File: src/rtl/ccff_loader.sv
// ccff_loader -- streams a configuration bitstream into a chain of
// configuration flip-flops (ccff) and then checks the load by recirculating
// the chain once.
//
// A load runs through IDLE -> LOAD -> VERIFY -> DONE. In LOAD, the loader
// takes words and shifts them MSB first into ccff_head. It holds one word at
// a time, and it truncates the final word so that exactly CHAIN_LEN bits go
// in. In VERIFY, it feeds ccff_tail back into ccff_head for CHAIN_LEN cycles.
// This leaves the chain contents where they were. The parity of the bits
// that come out is compared with the parity of the bits that went in.
//
// Ports:
//   prog_clk       programming clock (also clocks the chain)
//   prog_rst_n     asynchronous active-low reset
//   start          one-cycle pulse; starts a load from IDLE or DONE
//   cfg_data       bitstream word, shifted MSB first
//   cfg_valid      cfg_data valid
//   cfg_ready      the loader accepts cfg_data this cycle
//   ccff_head      serial data into the first chain flip-flop
//   ccff_tail      serial data out of the last chain flip-flop
//   ccff_shift_en  chain advances one bit on every edge where this is 1
//   busy           high in LOAD or VERIFY
//   done           high in DONE
//   error          verify parity mismatch; sticky until next start/reset
module ccff_loader #(
  parameter int CHAIN_LEN = 64,
  parameter int DATA_W    = 8
) (
  input  logic              prog_clk,
  input  logic              prog_rst_n,
  input  logic              start,
  input  logic [DATA_W-1:0] cfg_data,
  input  logic              cfg_valid,
  output logic              cfg_ready,
  output logic              ccff_head,
  input  logic              ccff_tail,
  output logic              ccff_shift_en,
  output logic              busy,
  output logic              done,
  output logic              error
);

  localparam int          CNT_W = $clog2(DATA_W + 1);
  localparam logic [15:0] LEN   = 16'(CHAIN_LEN);

  typedef enum logic [1:0] {
    IDLE,
    LOAD,
    VERIFY,
    DONE
  } state_t;

  state_t            state_q, state_d;
  logic [DATA_W-1:0] buf_q;       // word being shifted; the bit at the MSB goes out next
  logic [CNT_W-1:0]  buf_cnt_q;   // bits in buf_q not yet shifted out
  logic [15:0]       rem_q;       // chain bits not yet shifted in
  logic [15:0]       vcnt_q;      // recirculation cycles left in VERIFY
  logic              par_load_q;
  logic              par_ver_q;
  logic              error_q;

  logic              buf_valid;
  logic              load_shift;
  logic              start_ok;
  logic              take;
  logic [15:0]       rem_after;
  logic [CNT_W-1:0]  fill_cnt;

  assign buf_valid  = (buf_cnt_q != '0);
  assign load_shift = (state_q == LOAD) && buf_valid;
  assign start_ok   = start && ((state_q == IDLE) || (state_q == DONE));
  assign rem_after  = rem_q - 16'(load_shift);

  // Ask for a new word only if the buffer will be empty after this edge and
  // the chain still needs more bits than the buffer holds. This lets a new
  // word follow the last bit of the previous one with no gap. It also stops
  // the loader from asking for a word after the final (possibly partial) one.
  assign cfg_ready = (state_q == LOAD)
                  && (!buf_valid || (buf_cnt_q == CNT_W'(1)))
                  && (rem_q > 16'(buf_cnt_q));
  assign take      = cfg_ready && cfg_valid;

  // Only the top bits of the final word are used. The low bits never reach
  // the MSB position before the bit count reaches zero.
  assign fill_cnt  = (rem_after >= 16'(DATA_W)) ? CNT_W'(DATA_W)
                                                : CNT_W'(rem_after);

  // NOTE: sequential state uses non-blocking assignments so that every
  // register samples values from before the edge, whatever the block order.
  always_ff @(posedge prog_clk or negedge prog_rst_n) begin
    if (!prog_rst_n) state_q <= IDLE;
    else             state_q <= state_d;
  end

  // NOTE: every output of this block gets a default first. A path that
  // leaves one unassigned would otherwise infer a latch.
  always_comb begin
    state_d       = state_q;
    ccff_shift_en = 1'b0;
    ccff_head     = 1'b0;
    busy          = 1'b0;
    done          = 1'b0;
    unique case (state_q)
      IDLE: if (start) state_d = LOAD;
      LOAD: begin
        busy          = 1'b1;
        ccff_shift_en = buf_valid;
        ccff_head     = buf_valid & buf_q[DATA_W-1];
        if (load_shift && (rem_q == 16'd1)) state_d = VERIFY;
      end
      VERIFY: begin
        busy          = 1'b1;
        ccff_shift_en = 1'b1;
        ccff_head     = ccff_tail;
        if (vcnt_q == 16'd1) state_d = DONE;
      end
      DONE: begin
        done = 1'b1;
        if (start) state_d = LOAD;
      end
      default: state_d = IDLE;
    endcase
  end

  // NOTE: the word buffer is an ordinary register, not a memory. It is
  // reset together with the counters, so the loader starts clean after
  // an abort.
  always_ff @(posedge prog_clk or negedge prog_rst_n) begin
    if (!prog_rst_n) begin
      buf_q      <= '0;
      buf_cnt_q  <= '0;
      rem_q      <= '0;
      vcnt_q     <= '0;
      par_load_q <= 1'b0;
      par_ver_q  <= 1'b0;
      error_q    <= 1'b0;
    end else if (start_ok) begin
      buf_cnt_q  <= '0;
      rem_q      <= LEN;
      vcnt_q     <= LEN;
      par_load_q <= 1'b0;
      par_ver_q  <= 1'b0;
      error_q    <= 1'b0;
    end else begin
      if (state_q == LOAD) begin
        if (take) begin
          buf_q     <= cfg_data;
          buf_cnt_q <= fill_cnt;
        end else if (load_shift) begin
          buf_q     <= buf_q << 1;
          buf_cnt_q <= buf_cnt_q - CNT_W'(1);
        end
        if (load_shift) begin
          rem_q      <= rem_after;
          par_load_q <= par_load_q ^ buf_q[DATA_W-1];
        end
      end
      if (state_q == VERIFY) begin
        vcnt_q    <= vcnt_q - 16'd1;
        par_ver_q <= par_ver_q ^ ccff_tail;
        // The last tail bit is included directly, because par_ver_q does
        // not have it yet on this edge.
        if (vcnt_q == 16'd1) error_q <= par_load_q ^ par_ver_q ^ ccff_tail;
      end
    end
  end

  assign error = error_q;

endmodule

File: config.mk
export PLATFORM = sky130hd
export DESIGN_NAME = ccff_loader
export DESIGN_NICKNAME = d
export VERILOG_FILES = /design/src/rtl/ccff_loader.sv
export SDC_FILE = /design/constraint.sdc
export NUM_CORES = 1
export LEC_CHECK = 0
export ABC_AREA = 1
export ABC_CLOCK_PERIOD_IN_PS = 7400
export BUFFER_PORTS_ARGS = -buffer_cell sky130_fd_sc_hd__buf_4
export CORE_MARGIN = 5
export CORE_UTILIZATION = 40
export CTS_BUF_LIST = sky130_fd_sc_hd__clkbuf_4
export CTS_CLUSTER_DIAMETER = 80
export DETAILED_ROUTE_END_ITERATION = 16
export SYNTH_ARGS = -nofsm -noshare
export SYNTH_HDL_FRONTEND = slang
export SYNTH_SLANG_ARGS = --single-unit
File: constraint.sdc
create_clock -name prog_clk -period 7.4 [get_ports prog_clk]
set_input_delay 1.48 -clock prog_clk [delete_from_list [all_inputs] [get_ports prog_clk]]
set_output_delay 1.48 -clock prog_clk [all_outputs]
set_load 0.02 [all_outputs]
==> results.ini <==
[status]
status = complete, no violations

[timing]
hold_viol = 0
min_period_over_period_pct = 47.07
setup-tns-final_ns = 0
slew_headroom_pct = 53.36
rsz0062_at_grt = false
final.min_clock_period_ns = 3.483
slew_viol_final = 0
timing.fmax_mhz = 287.1
skew_ns = 0.008399
setup_viol = 0
worst_pin_slew_ns = 0.6979

[critical_path]
cp_slowest_cell = dfrtp_1
critical-path-max-stage-delay_ns = 0.47
path_buf_inv = 3
cp_max_fo = 10
cpMostUsedCell = nand2_1
setup.worst_path.start_class = flip-flop
crit_arrival_ns = 2.00
crit_family = flip-flops
worstSetupPathType = reg -> out
crit_chain = inv_1, ha_1, nand3_1, nand2_1, inv_2, nand2_1, a21oi_1, buf_4
critPathCaptureType = output pin
required_ns = 5.92

[grt]
grt_pass1_wl_mm = 11.87
track_usage_pct = 14.86
grt_pass1_vias = 2582
antenna_found_initial = 0
overflow = 0
grt_start_max_net_pins = 50

[floorplanning]
boundaryPins = 19
die_w_um = 97.72
dieArea_um2 = 9549
rows = 32
dieHeight_um = 97.72
start_util_pct = 40.46
core_area_um2 = 7607

[route]
dr_wl_met2_mm = 3.074
wl_met1_mm = 3.361
wl_per_cell_um = 12.30
wl_met3_um = 162
vias_per_cell = 4.965
drtPass1Iterations = 4
dr.max_layer_used = met4
vias = 2686
drt_iter0_drc = 86
drc_errors = 0
wl_mm = 6.654
detail-route-antenna-nets = 0

[placement]
port_buffers = 18
place.gp.congestion = 0.8327
dpl.hpwl_mm = 4.999
dp.cells = 533

[synthesis]
yosys_most_used_dff = dfrtp_1
avgSynthCellArea_um2 = 7.346
syn_nets = 446
synth_fa_ha_area_share_pct = 5.691
seq_area_frac_synth_pct = 39.84
synthCells = 419
synth-compound-area-share_pct = 13.33
synth_top_family_by_area = simple AND/OR/NAND/NOR gates
yosys_warnings = 0
synth_area_um2 = 3078
async_reset_ff_share_pct = 100.0
synth_cell_types = 36
synthSimpleGateAreaFrac_pct = 30.93
synth_edf_count = 0
ys_ff_latch = 49
synth_mux_area_share_pct = 0
synth_xor_area_share_pct = 1.423

[final_layout]
area_growth_syn_to_layout_pct = 8.984
nets = 465
final_cell_count_no_fill = 541
fillers = 818
antenna_cells = 0
drive_above_1_share_pct = 12.07

[clocking]
cts_tree = yes
htree_levels = 2
cts_setup_buffers = 0
cts_resized = 0
cts_hold_buf = 0
insertion_delay_ns = 0.37
cts.path.max_buffers = 2
root_buffer = clkbuf_4
clkSinkCount = 49
cts_buffers = 5
clk_pin_slew_worst_paths_ns = 0.15

[pwr]
p_per_area_nw_per_um2 = 438.6
peakVddDrop_mv = 0.2800
finalPower_mw = 1.471
p_leak_nw = 1.708

[hold_path]
worstHoldPathType = reg -> reg

[run]
maxCapViolCount = 0

==> cell families after synthesis <==
group | count (synthesis)
AND/OR/NAND/NOR | 212
buffers and inverters | 65
AO/OA/AOI/OAI | 74
flip-flops | 49
XOR/XNOR | 5
adder cells (fa/ha/maj) | 14
==> path summary, 6_finish.rpt <==
check,from,end,slack [ns],cells after the start
max,buf_cnt_q[0]$_DFFE_PN0P_,ccff_head,3.92,8
min,vcnt_q[14]$_DFFE_PN0P_,vcnt_q[14]$_DFFE_PN0P_,0.48,1
max reg2reg,buf_cnt_q[0]$_DFFE_PN0P_,buf_cnt_q[3]$_DFFE_PN0P_,4.39,18
min reg2reg,vcnt_q[14]$_DFFE_PN0P_,vcnt_q[14]$_DFFE_PN0P_,0.48,1
max in group asynchronous,prog_rst_n,rem_q[13]$_DFFE_PN0P_,5.85,1
min in group asynchronous,prog_rst_n,rem_q[7]$_DFFE_PN0P_,1.11,1
==> registers in the layout (all words and copies together) (netlist names) <==
register    flops
rem_q          16
vcnt_q         16
buf_q           8
buf_cnt_q       4
state_q         2
error           1
par_load_q      1
par_ver_q       1
==> cells in the final DEF (no fill, tap or decap), drive strengths merged, types with 4 or more instances in the layout <==
cell type,instances
clkbuf,6
nor2,51
nand4,5
ha,14
nand3,31
a21oi,23
o21ai,33
or2,4
dfrtp,49
inv,58
buf,18
nor3,9
o22ai,12
nand2,108
xor2,4
==> worst register-to-register path: stages (launching register included) <==
cell and delay, ns:
dfrtp_1 0.47, inv_1 0.10, ha_1 0.22, nand3_1 0.09, nand2_1 0.14, inv_2 0.20
ha_1 0.35, ha_1 0.28, nand2_2 0.13, nor2_1 0.15, nand2_1 0.06, nand2_1 0.12
nand2_1 0.06, nor2_1 0.10, nand2_1 0.06, nor2_2 0.16, nand4_1 0.12, nand2_1 0.08
nand2_1 0.05
==> report_power, final <==
| part | internal [mW] | switching (mW) |
|---|---|---|
| logic | 0.302 | 0.604 |
| clock network | 0.0409 | 0.0909 |
| registers | 0.354 | 0.0803 |
| total | 0.696 | 0.775 |
==> routing by layer <==
layer	track usage [%]	vias up
met1	20.72	1246
met2	23.72	30
met4	4.366	0
met3	2.584	5
met5	0	-
li1	-	1405
==> area by class of cell <==
class,count,area (um^2),area share (%)
Sequential cell,49,1226,36.55
Tap cell,102,127.6,3.805
Clock buffer,6,45.04,1.343
Multi-Input combinational cell,305,1582,47.15
Clock inverter,2,15.01,0.4476
Timing Repair Buffer,18,135.1,4.028
Inverter,59,224.0,6.677
==> cells in the mapped netlist (2+ instances only) <==
| master | number | area [um^2] |
|---|---|---|
| nor3_1 | 7 | 35.03 |
| or2_2 | 4 | 25.02 |
| buf_6 | 3 | 33.78 |
| o211ai_1 | 2 | 15.01 |
| o21a_1 | 3 | 22.52 |
| nor2_2 | 9 | 56.30 |
| dfrtp_1 | 49 | 1226 |
| inv_1 | 55 | 206.5 |
| o21ai_0 | 25 | 125.1 |
| nand3_1 | 30 | 150.1 |
| nand2_4 | 2 | 22.52 |
| clkbuf_1 | 2 | 7.510 |
| nand2_2 | 2 | 12.51 |
| nand2_1 | 104 | 390.4 |
| inv_2 | 2 | 7.510 |
| ha_1 | 14 | 175.2 |
| a21oi_1 | 23 | 115.1 |
| o22ai_1 | 12 | 75.07 |
| nand4_1 | 5 | 31.28 |
| xor2_1 | 4 | 35.03 |
| nor2_1 | 41 | 153.9 |
| o21ai_2 | 3 | 26.28 |
| o21ai_1 | 5 | 25.02 |
==> per-stage QoR <==
stage	hold slack (ns)	setup WS (ns)	cell area (um^2)	utilization, %
after floorplan	0.4343	4.031	3078	-
after global placement	0.4606	4.007	3294	43.31
after detailed placement	0.4626	3.972	3294	43.31
after CTS	0.4823	3.862	3354	44.10
after global routing	0.5084	3.696	3354	44.10
final	0.4791	3.917	3354	44.10
(Power assumes the default switching activity.)
